[src/rtl/instruction_fetch.sv]
// ---------------------------------------------------------------------------
// instruction_fetch
//
// Fetch/execute sequencer for a single-issue core. It owns the program
// counter and the instruction register. It requests one 32-bit word from
// instruction memory, then holds it in the instruction register while the
// control unit executes it. When execution ends it selects the next PC from
// the control word.
//
// Ports
//   clock        single clock, all state updates on posedge
//   reset        asynchronous, active-low reset
//   imem_req     instruction-memory read request (held until ack)
//   imem_addr    byte address of the requested word (= pc)
//   imem_ack     read-data valid strobe, honoured only while requesting
//   imem_rdata   instruction word, valid when imem_ack = 1
//   instruction  instruction register, feeds control-unit decode
//   instr_valid  instruction register holds a word being executed
//   ps           PC select: 00 hold/halt, 01 pc+4, 10 reg_a, 11 pc+(k<<2)
//   k            branch offset in words, two's complement
//   reg_a        register-file A output, jump target for ps = 10
//   ns           1 = current instruction needs another execute cycle
//   pc           current program counter
//   pc_plus4     pc + 4, link value for BL
//   halted       fetch stopped by ps = 00, left only through reset
// ---------------------------------------------------------------------------
module instruction_fetch #(
    parameter logic [63:0] RESET_PC = 64'h0
) (
    input  logic        clock,
    input  logic        reset,
    output logic        imem_req,
    output logic [63:0] imem_addr,
    input  logic        imem_ack,
    input  logic [31:0] imem_rdata,
    output logic [31:0] instruction,
    output logic        instr_valid,
    input  logic [1:0]  ps,
    input  logic [63:0] k,
    input  logic [63:0] reg_a,
    input  logic        ns,
    output logic [63:0] pc,
    output logic [63:0] pc_plus4,
    output logic        halted
);

    typedef enum logic [1:0] {
        FETCH = 2'b00,
        EXEC  = 2'b01,
        HALT  = 2'b10
    } state_e;

    state_e      state_q;
    logic [63:0] pc_q;
    logic [31:0] instr_q;
    logic        req_q;
    logic        valid_q;
    logic        halted_q;

    // PC chosen by the control word when the current instruction retires.
    // All additions wrap modulo 2^64 and the low pc bits pass through, so a
    // misaligned target is fetched as-is.
    logic [63:0] pc_d;

    // NOTE: every signal assigned in always_comb gets a default first;
    // a path that leaves it unassigned would infer a latch.
    always_comb begin
        pc_d = pc_q;
        case (ps)
            2'b01:   pc_d = pc_q + 64'd4;
            2'b10:   pc_d = reg_a;
            2'b11:   pc_d = pc_q + {k[61:0], 2'b00};
            default: pc_d = pc_q;
        endcase
    end

    // NOTE: sequential state uses non-blocking assignments so every
    // register samples the pre-edge values of its neighbours.
    always_ff @(posedge clock or negedge reset) begin
        if (!reset) begin
            state_q  <= FETCH;
            pc_q     <= RESET_PC;
            instr_q  <= 32'h0;
            // The request is registered, so it is low for the whole reset
            // and rises on the first edge after release. Gating ack
            // acceptance on it drops any ack that belongs to a request
            // abandoned by reset.
            req_q    <= 1'b0;
            valid_q  <= 1'b0;
            halted_q <= 1'b0;
        end else begin
            case (state_q)
                FETCH: begin
                    if (req_q && imem_ack) begin
                        instr_q <= imem_rdata;
                        req_q   <= 1'b0;
                        valid_q <= 1'b1;
                        state_q <= EXEC;
                    end else begin
                        req_q   <= 1'b1;
                    end
                end

                EXEC: begin
                    // ns = 1 keeps the instruction in execute and overrides ps.
                    if (!ns) begin
                        pc_q    <= pc_d;
                        valid_q <= 1'b0;
                        if (ps == 2'b00) begin
                            halted_q <= 1'b1;
                            state_q  <= HALT;
                        end else begin
                            req_q    <= 1'b1;
                            state_q  <= FETCH;
                        end
                    end
                end

                HALT: begin
                    state_q <= HALT;
                end

                default: begin
                    req_q   <= 1'b0;
                    valid_q <= 1'b0;
                    state_q <= FETCH;
                end
            endcase
        end
    end

    assign imem_req    = req_q;
    assign imem_addr   = pc_q;
    assign instruction = instr_q;
    assign instr_valid = valid_q;
    assign halted      = halted_q;
    assign pc          = pc_q;
    assign pc_plus4    = pc_q + 64'd4;

endmodule

[config.mk]
export PLATFORM = sky130hd
export DESIGN_NAME = instruction_fetch
export DESIGN_NICKNAME = d
export VERILOG_FILES = /design/src/rtl/instruction_fetch.sv
export SDC_FILE = /design/constraint.sdc
export NUM_CORES = 1
export LEC_CHECK = 0
export ABC_AREA = 1
export BUFFER_PORTS_ARGS = -buffer_cell sky130_fd_sc_hd__clkbuf_2
export CAP_MARGIN = 20
export CORE_MARGIN = 8
export CORE_UTILIZATION = 52
export DETAILED_ROUTE_END_ITERATION = 8
export PLACE_DENSITY = 0.84
export SLEW_MARGIN = 20
export SYNTH_ARGS = -nofsm -noshare
export SYNTH_HDL_FRONTEND = slang
export SYNTH_SLANG_ARGS = --single-unit
[constraint.sdc]
create_clock -name clock -period 4.31 [get_ports clock]
set_input_delay 0.2155 -clock clock [delete_from_list [all_inputs] [get_ports clock]]
set_output_delay 0.2155 -clock clock [all_outputs]
set_load 0.02 [all_outputs]
# Yosys cells after proc, flatten, opt, wreduce, memory -nomap -nowiden
# Cells that the tools add are included.
[word_totals] reg_bits=101 input_bits=166 out_inout_bits=227 word_cells=40
[classes] add_sub_neg=2 n_eq_ne=8 muxes=12 bitwise_logic=2 n_reduce_logical=10
[ops] cell="$pmux 64 s3" n=1
[ops] cell="$add 64x3->64 const B" n=1
[ops] cell="$add 64x64->64" n=1
[ops] cell="$reduce_and 3->1" n=4
[ops] cell="$eq 2x2->1 const B" n=3
[ops] cell="$mux 2" n=3
[ops] cell="$ne 2x2->1 const B" n=3
[ops] cell="$pmux 1 s3" n=2
[ops] cell="$pmux 2 s3" n=1
[ops] cell="$mux 1" n=5
[ops] cell="$eq 2x1->1 const B" n=2
[ops] cell="$logic_not 2->1" n=2
[ops] cell="$reduce_and 2->1" n=2
[ops] cell="$reduce_bool 3->1" n=1
[ops] cell="$not 1->1" n=2
[ops] cell="$logic_and 1x1->1" n=1

# Longest topological paths before layout
[logic_depth] depth_word=4 mapped_depth=16 mapped_depth_nobuf=16

# Worst setup path after synthesis
# OpenSTA, ideal clock, no wires.
[synth_path] path_kind="reg-to-reg" startpoint="register pc_q[2], in the netlist imem_addr[2]" endpoint="register pc_q[50], in the netlist imem_addr[50]" setup_time_ns=0.077 arrival_time_ns=2.196 required_ns=4.233 slack_ns=2.036 stages_incl_launch_ff=10 path_buffers=0 period_less_slack_ns=2.274 path_cell_list="dfrtp_1 -> ha_1 -> nand3_4 -> inv_1 -> nand2_2 -> nor3_2 -> nand3_1 -> xor2_1 -> a21oi_1 -> a21oi_1"
[synth_between] elab_chain_cells=2 word_cells_on_any_way=3 cone_classes="2 x add/sub; 1 x mux"
[synth_lines] element="start, declared" line_no="54" rtl="logic [63:0] pc_q;"
[synth_lines] element="start signal, assigned" line_no="107" rtl="pc_q <= pc_d;"
[synth_lines] element="$add 64x3->64"
[synth_lines] element="via pc_plus4[50]" line_no="43" rtl="output logic [63:0] pc_plus4,"
[synth_lines] element="$pmux 64 s3" line_no="69" rtl="case (ps)"
# The timed path passes the listed nets, and every way through them passes these cells.
# A chain may end at the register's enable or synchronous reset.

# Final worst setup path
[layout_path] startpoint="register pc_q[2], in the netlist imem_addr[2]" endpoint="output pc_plus4[36]"
[layout_between] elab_chain_cells=1
[layout_lines] element="$add 64x3->64" line_no="138" rtl="assign pc_plus4 = pc_q + 64'd4;"
[layout_lines] element="end, declared" line_no="43"
# Every way passes these cells.

==> results.ini <==
[sta]
setup_total_negative_slack_ns = 0
final_hold_viol_count = 0
finalWorstSetupSlack_ns = 1.05
slew_at_the_pin_closest_to_its_max_slew_limit_ns = 0.900
maxSlewHeadroom_pct = 39.9
timing.fmax_mhz = 307
setup_viol = 0
rsz0062_at_grt = false
largest_clock_skew_in_the_final_design_ns = 0.00926
period_needed_ns = 3.26
drv_slew = 0
timing.final.crit_share_pct = 75.6

[synthesis]
synth_fa_ha_area_share_pct = 6.23
post_synthesis_xor_xnor_area_fraction_pct = 3.34
syn_avg_cell_area_um2 = 5.73
postSynthRegisterBits = 101
synth-compound-area-share_pct = 9.17
asyncSetResetFlopFracSynth_pct = 100
synth_simple_gate_area_share_pct = 41.7
synthMuxAreaShare_pct = 3.00
synth_top_flop_cell = dfrtp_1
synth_top_family_by_area = simple AND/OR/NAND/NOR gates
synth_seq_area_share_pct = 19.8
syn_inst = 2230
synth_enable_flop_cells = 0
yosys_warnings = 0
netlist-cell-type-count = 44
netlist_area_um2 = 12800
synth_nets = 2459

[setup_path]
worst_setup_path_start_kind = register
crit_type = reg -> out
worstPathRequired_ns = 4.09
cp_max_fo = 9
critical-path-top-cell-by-count = nand2_1
crit_path_top_delay_cell = dfrtp_1
cp_cell_sequence = ha_1 -> nand3_4 -> nor2_4 -> nand2_1 -> nor2_1 -> nand4_1 -> inv_1 -> nand2_1 -> and2_1 -> clkbuf_2
crit_buf_inv = 2
cp_slowest_stage_delay_ns = 0.60
cp.arrival_ns = 3.04
crit_path_end_kind = output port
critPathTopFamily = simple AND/OR/NAND/NOR gates

[power]
p_leak_nw = 8.85
power_mw = 2.27
p_comb_share_pct = 17.7
netSwitchingFraction_pct = 33.5
power.clock.fraction_pct = 40.5
switching_power_uw = 761
powerDensity_nw_per_um2 = 152
internal_power_mw = 1.51
ir_drop_worst_case_vdd_mv = 0.160
pwr-share-seq_pct = 41.7

[global_routing]
grt_pass1_wl_um = 86000
grt.total_usage_pct = 36.9
grt_remaining_overflow = 0
maximum_number_of_pins_on_one_net_before_global_route_repair = 62
antenna_violations_before_repair = 0
via_count_of_the_first_global_routing_pass = 14855

[place]
port_buffers = 390
place_inst = 2854
gp_congestion = 1.07
dp.final_hpwl_um = 48500
dpl_worst_slack_ns = 1.48

[floorplanning]
die_h_um = 173
initial_utilization_pct = 52.7
io_pins = 393
fp.coreArea_um2 = 24200
floorplan.rows = 57
die_width_um = 173
die_area_um2 = 29800

[cells_and_area]
final_util_pct = 61.5
area_growth_from_synthesis_to_final_layout_pct = 16.9
n_antenna_cell = 0
nets = 2771
layout.cells.most_common_list = nand2_1 (790), inv_1 (399), clkbuf_2 (389)
drive_above_1_share_pct = 19.3
layoutNonFillerInstCount = 2871
commonest_non_fill_non_tap_cell_in_the_layout = nand2_1

[status]
run_status = finished, final reports clean

[clock_network]
cts_hold_buffers = 1
clock_pin_slew_worst_setup_and_hold_paths_ns = 0.09
cts.sink_count = 101
insertion_delay_ns = 0.37
tritoncts.num_buffers = 9
post_cts_resized = 0
h-tree-depth = 3
clock_tree.root_cell = clkbuf_16
cts_buffer_depth = 2
post-cts-setup-buffer-count = 0
clock_tree_from_tritoncts = done

[worst_hold_path]
hold_path_class = in -> reg

[detailed_routing]
wl_per_cell_um = 20.0
totalWireLength_um = 57400
detail_route.drc_violations = 0
drt-initial-drc-count = 1760
avgViaCountPerCell = 5.46
drt.antenna.violating_nets = 0
route.vias.total = 15679
firstDrtPassIters = 6

[flow_run]
max_cap_viol_count = 0

power groups by stage:
stage,clock (mW),combinational (mW),sequential [mW]
after floorplan,0,0.210,0.966
after global placement,0,0.387,0.966
after detailed placement,0,0.393,0.966
after CTS,0.928,0.395,0.947
after global routing,0.957,0.444,0.947
final,0.920,0.403,0.947
through the flow:
step | hold WS [ns] | area, um2
4_1_cts | 0.0608 | 14900
3_5_place_dp | 0.343 | 14600
6_report | 0.0715 | 14900
5_1_grt | 0.0734 | 14900
2_1_floorplan | -0.0801 | 12800
3_3_place_gp | 0.331 | 14600
kinds of logic after synthesis:
kind of cell,count (synthesis)
compound gates,215
simple gates,1267
buf+inv,503
mux,34
fa+ha+maj,63
xor+xnor,47
flops,101
state kept, by name, summed over array words and instances (netlist names):
register,cells
imem_addr,64
instruction,32
state_q,2
halted,1
imem_req,1
instr_valid,1
synth_stat cells, types with 21 or more instances:
master | n | area (um2)
o21ai_0 | 32 | 160
inv_1 | 399 | 1500
mux2_2 | 34 | 383
nand3_1 | 131 | 656
nand2_1 | 792 | 2970
ha_1 | 62 | 776
nor2_1 | 216 | 811
nor3_1 | 34 | 170
a21oi_1 | 145 | 726
dfrtp_1 | 101 | 2530
nand4_1 | 33 | 206
xor2_1 | 39 | 342
buf_4 | 66 | 495
clkbuf_1 | 21 | 78.8
metal layers:
metal / vias up / global-route usage (%) / wire (um)
met5: - / 0 / 0
met3: 150 / 6.64 / 5330
met1: 7122 / 44.7 / 22400
met2: 912 / 61.4 / 26400
li1: 7495 / - / -
met4: 0 / 20.1 / 3310
layout make-up:
type,count,area [um2]
fillers,2527,9330
inverters,404,1520
repair buffers,400,2040
multi-input cells,1626,8110
clock buffers,9,225
clock inverters,7,93.8
flip-flops and latches,101,2530
well taps,324,405
worst paths after layout:
path,cells past startpoint,to,slack [ns],start
max,10,pc_plus4[36],1.05,imem_addr[2]
min,2,instruction[23],0.07,imem_rdata[23]
max reg2reg,15,imem_addr[32],1.37,imem_addr[2]
min reg2reg,1,halted,0.50,halted
max in group asynchronous,3,imem_addr[28],2.65,reset
min in group asynchronous,2,instruction[28],0.48,reset
Power figures use the tool's default switching activity.
